**src/rtl/sha_stream_host.sv**
```systemverilog
// Initiator-side controller for the sha core: gathers an Nl-byte message from a byte stream,
// pulses the core's Enable, captures the digest and streams it out MSB byte first.
module sha_stream_host #(
    parameter int Nl = 64,
    parameter int Nk = 256
) (
    input  logic          clk,
    input  logic          rst,
    input  logic [7:0]    In_Data,
    input  logic          In_Valid,
    output logic          In_Ready,
    output logic [7:0]    Sha_Data [Nl],
    output logic          Sha_Enable,
    input  logic [Nk-1:0] Sha_Hash,
    input  logic          Sha_Ready,
    output logic [7:0]    Out_Data,
    output logic          Out_Valid,
    input  logic          Out_Ready,
    output logic          Out_Last,
    output logic          Busy
);
    localparam int NB = Nk / 8;
    localparam int CW = $clog2(Nl + 1);
    localparam int IW = (NB > 1) ? $clog2(NB) : 1;

    typedef enum logic [1:0] {LOAD, START, WAIT_HASH, SEND} state_t;

    state_t          r_state;
    logic [CW-1:0]   r_cnt;
    logic [IW-1:0]   r_idx;
    logic [Nk-1:0]   r_hash;
    logic            w_in_fire;
    logic            w_out_fire;

    // Valid/ready: a byte moves on any rising edge where both are high; the source keeps
    // data stable while valid is high and not ready. Ready never depends on valid here.
    assign In_Ready   = (r_state == LOAD) && rst;
    assign w_in_fire  = In_Valid && In_Ready;
    assign w_out_fire = Out_Valid && Out_Ready;

    always_ff @(posedge clk or negedge rst) begin
        if (!rst) begin
            r_state    <= LOAD;
            r_cnt      <= '0;
            r_idx      <= '0;
            r_hash     <= '0;
            Sha_Enable <= 1'b0;
            Out_Data   <= '0;
            Out_Valid  <= 1'b0;
            Out_Last   <= 1'b0;
            Busy       <= 1'b0;
            for (int i = 0; i < Nl; i++) Sha_Data[i] <= '0;
        end else begin
            Sha_Enable <= 1'b0;
            case (r_state)
                LOAD: begin
                    if (w_in_fire) begin
                        for (int i = 0; i < Nl; i++) begin
                            if (r_cnt == CW'(i)) Sha_Data[i] <= In_Data;
                        end
                        if (r_cnt == CW'(Nl - 1)) begin
                            r_cnt      <= '0;
                            r_state    <= START;
                            Sha_Enable <= 1'b1;
                            Busy       <= 1'b1;
                        end else begin
                            r_cnt <= r_cnt + CW'(1);
                        end
                    end
                end
                START: begin
                    r_state <= WAIT_HASH;
                end
                WAIT_HASH: begin
                    if (Sha_Ready) begin
                        r_hash    <= Sha_Hash;
                        r_idx     <= '0;
                        Out_Data  <= Sha_Hash[Nk-1 -: 8];
                        Out_Valid <= 1'b1;
                        Out_Last  <= (NB == 1);
                        r_state   <= SEND;
                    end
                end
                SEND: begin
                    if (w_out_fire) begin
                        if (r_idx == IW'(NB - 1)) begin
                            Out_Valid <= 1'b0;
                            Out_Last  <= 1'b0;
                            Out_Data  <= '0;
                            Busy      <= 1'b0;
                            r_state   <= LOAD;
                        end else begin
                            // r_hash is kept left-aligned so the next byte is always at the top.
                            r_hash   <= r_hash << 8;
                            Out_Data <= r_hash[Nk-9 -: 8];
                            Out_Last <= (r_idx == IW'(NB - 2));
                            r_idx    <= r_idx + IW'(1);
                        end
                    end
                end
                default: r_state <= LOAD;
            endcase
        end
    end
endmodule

```
**config.mk**
```make
export PLATFORM = sky130hd
export DESIGN_NAME = sha_stream_host
export DESIGN_NICKNAME = d
export VERILOG_FILES = /design/src/rtl/sha_stream_host.sv
export SDC_FILE = /design/constraint.sdc
export NUM_CORES = 1
export LEC_CHECK = 0
export CORE_AREA = 2 2 306 308
export DETAILED_ROUTE_END_ITERATION = 8
export DIE_AREA = 0 0 308 310
export PLACE_DENSITY_LB_ADDON = 0.15
export SYNTH_ARGS = -nofsm -noshare
export SYNTH_HDL_FRONTEND = slang
export SYNTH_SLANG_ARGS = --single-unit
```
**constraint.sdc**
```tcl
create_clock -name clk -period 2.29 [get_ports clk]
set_input_delay 0.3435 -clock clk [delete_from_list [all_inputs] [get_ports clk]]
set_output_delay 0.3435 -clock clk [all_outputs]
set_load 0.02 [all_outputs]
```
==> impl_metrics.csv <==
group,metric,value,unit
power_and_ir_drop,cellLeakagePower,0.0213,uW
critical_path,slowest_delay,0.40,ns
placement,hpwl,77.1,mm
clock_network,cts_buffers,88,
global_route,grt-ovfl-total,0,
synth,synth_warnings,0,
clock_network,clk_pin_slew,0.06,ns
critical_path,path_delay_family,"simple AND/OR/NAND/NOR gates",
floorplanning,num_io_pins,794,
worst_hold_path,hold_end,"r_hash[7]$_DFFE_PN0P_",
layout,drive_gt1_frac,0.264,
critical_path,critPathBufInv,4,
power_and_ir_drop,peakVddDrop,0.000698,V
critical_path,path_cells,"inv_2 -> ha_4 -> and3_4 -> buf_12 -> buf_4 -> nand3_4 -> nor2_4 -> buf_12 -> mux2_2",
critical_path,cpMaxStageDelayCell,"dfrtp_1",
sta,tns,0,ns
sta,fin_skew,0.0319,ns
clock_network,clock_path_buffers,3,
clock_network,htreeDepth,3,
worst_hold_path,hold_depth,2,
layout,nNetsFinal,3533,
sta,fmax,452,MHz
floorplanning,die_height,310,um
critical_path,critPathLaunch,"r_state[1]$_DFFE_PN0P_",
route,drtIter0Drc,1177,
power_and_ir_drop,sw_frac_of_total,0.310,
floorplanning,die_w,308,um
floorplanning,core_area,0.0925,mm2
synth,netlist_instances,2389,
route,antenna_left,0,
critical_path,critPathRequiredTime,2.80,ns
sta,min_period_over_period,0.965,
sta,relSlewSlack,0.234,
critical_path,critPathCaptureType,"flop",
floorplanning,fp-row-count,112,
outcome,status,"finished, final reports clean",
critical_path,crit_path_max_fanout,13,
layout,final_cell_mix,"dfrtp_1, clkdlybuf4s50_1, mux2_2, nand2_1, o21ai_0",
synth,ys_seq_elements,786,
synth,synth_cell_types,49,
clock_network,cts_sinks,786,
synth,synth_compound_gate_area_share,0.0458,
power_and_ir_drop,seq_power_share,0.415,
route,wire_per_inst,23.8,um
sta,worst_pin_slew,1.15,ns
synth,syn_nets,2669,
global_route,grt_pass1_wl,157,mm
clock_network,cts_root_buf,"clkbuf_16",
global_route,grt.total_usage,0.221,
power_and_ir_drop,p_per_area,921,mW/mm2
synth,yosysTopAreaCellShare,0.606,
layout,area_growth,41.7,%
synth,muxShareOfSynthArea,0.253,
power_and_ir_drop,share_comb_of_total_power,0.255,
layout,design_area,0.0460,mm2
sta,finalMaxSlewViolations,0,
power_and_ir_drop,p_sw,13100,uW
critical_path,worstSetupPathType,"reg2reg",
critical_path,cp.arrival,2.72,ns
layout,fin_util,0.497,
sta,finalSetupViolCount,0,
sta,final_hold_viol_count,0,
synth,async_flop_share,1.00,
synth,synth_adder_area_share,0.00424,
floorplanning,dieArea,0.0955,mm2
critical_path,start_kind,"flop",
clock_network,cts_tree,"yes",
floorplanning,initial_core_util,0.351,
critical_path,regToRegStartpoint,"r_state[1]$_DFFE_PN0P_",
worst_hold_path,holdCritPathClass,"in2reg",
power_and_ir_drop,p_clk_frac,0.331,
power_and_ir_drop,internal_power,29200,uW
critical_path,crit_cells,9,
placement,gp_congestion,0.822,
synth,synth_area_leaders,"dfrtp_1, mux2_2, mux2i_1, o21ai_0, nand2_1",
clock_network,clkLatencyLatePin,0.65,ns
placement,pre_cts_slack,-0.332,ns
synth,synth_top_family_by_area,"multiplexers",
synth,synth_edf_count,0,
sta,final.min_clock_period,2.21,ns
sta,setup_ws,0.0791,ns
route,route.detailed.drc,0,
synth,synth_xor_xnor_area_share,0.000810,
synth,yosys.area_share.simple,0.0675,
worst_hold_path,min-delay-start,"Sha_Hash[7]",
synth,synth_ff_type,"dfrtp_1",
critical_path,critPathMostFrequentCell,"buf_12",
global_route,grt_pass1_vias,23100,
route,dr.pass1.iters,5,
synth,ys_seq_area_frac,0.606,
synth,netlist_area,0.0324,mm2
run,max-cap-violations,0,
layout,fillers,8051,
route,post_drt_via_cell_ratio,4.88,
global_route,antenna_found_initial,16,
placement,io_buffers,793,
power_and_ir_drop,finalPower,42300,uW
critical_path,reg2reg_depth,9,
synth,syn_area_per_cell,13.6,um2
route,finalWirelength,108,mm
placement,placed_area,0.0430,mm2
critical_path,regToRegEndpoint,"Sha_Data[178]$_DFFE_PN0P_",
critical_path,r2r_slack,0.08,ns
global_route,grt_max_degree,145,
layout,layout_commonest_cell,"dfrtp_1",
synth,synth_area_leader_cell,"dfrtp_1",
route,num_vias,22100,
[through the flow]
| step | hold WS [ns] | cells |
|---|---|---|
| after floorplan | 0.0479 | 2389 |
| after global placement | 0.462 | 4351 |
| after detailed placement | 0.469 | 4351 |
| after CTS | 0.277 | 4505 |
| after global routing | 0.299 | 4524 |
| final | 0.318 | 4525 |
[worst max-delay path by stage]
| stage | end | slack [ns] |
|---|---|---|
| floorplan | r_hash[239]$_DFFE_PN0P_ | 0.002 |
| global placement | Sha_Data[183]$_DFFE_PN0P_ | -0.27 |
| detailed placement | Sha_Data[178]$_DFFE_PN0P_ | -0.33 |
| CTS | Sha_Data[178]$_DFFE_PN0P_ | 0.006 |
| global route | r_hash[61]$_DFFE_PN0P_ | -0.002 |
| finish | Sha_Data[178]$_DFFE_PN0P_ | 0.08 |
[Yosys cell counts, types with 6 or more instances]
cell      instances
a21oi_1          17
a22o_1            9
buf_1            10
buf_2            24
buf_4            15
clkbuf_1        101
dfrtp_1         786
ha_1             11
inv_1            12
mux2_2          509
mux2i_1         242
nand2_1         255
nand3_1           6
nand3_4           7
nor2_1           12
nor2_2           17
nor2_4           21
nor2_8           17
nor2b_1          11
o21ai_0         248
[final cells by class]
cell class / instances / area [um2] / area share
tap: 1197 / 1500 / 0.0326
antenna: 12 / 30.0 / 0.000653
multi-input combinational: 1438 / 12100 / 0.263
sequential: 786 / 19700 / 0.428
clock inverter: 25 / 272 / 0.00590
timing repair buffer: 927 / 9780 / 0.213
inverter: 12 / 45.0 / 0.000980
clock buffer: 128 / 2590 / 0.0564
[worst reg2reg max path, cell delays in order, from the launching register on]
cell and delay, ns:
dfrtp_1 0.40, inv_2 0.09, ha_4 0.18, and3_4 0.20
buf_12 0.15, buf_4 0.15, nand3_4 0.20, nor2_4 0.22
buf_12 0.15, mux2_2 0.34
[power by group through the flow]
stage | registers, uW | clock network (uW) | logic, uW
2_1_floorplan | 17400 | 0 | 7060
3_3_place_gp | 17700 | 0 | 10500
3_5_place_dp | 17800 | 0 | 10700
4_1_cts | 17600 | 14400 | 10800
5_1_grt | 17800 | 15000 | 12100
6_report | 17600 | 14000 | 10800
[state kept, by name, indices dropped and copies added, names as in the netlist]
name,cells
r_state,2
Sha_Enable,1
Out_Last,1
r_cnt,7
r_idx,5
Sha_Data,512
Out_Valid,1
Out_Data,8
r_hash,248
Busy,1
[per-layer routing]
layer / vias to the layer above / global-route usage / part of all wire
li1: 10100 / - / -
met1: 11200 / 0.273 / 0.41
met2: 585 / 0.375 / 0.50
met3: 162 / 0.0549 / 0.058
met4: 8 / 0.0835 / 0.034
met5: - / 0 / 0.00045
[cells by family (layout without fill, tap and decap cells)]
kind of cell	Yosys count	after routing
flip-flops	786	786
adder cells (fa/ha/maj)	11	11
other	0	12
AND/OR/NAND/NOR	383	383
AO/OA/AOI/OAI	285	286
multiplexers	755	755
XOR/XNOR	3	3
buffers and inverters	166	1092
[what timing repair did]
action	in CTS	in global routing
endpoints found under the setup margin	153	163
resized for setup	8	7
setup buffers	0	7
hold buffers	1	0
cloned	0	1
hold endpoints to repair	276	0
pin swaps	2	4
Note: power is estimated with default switching activity, not from simulation.
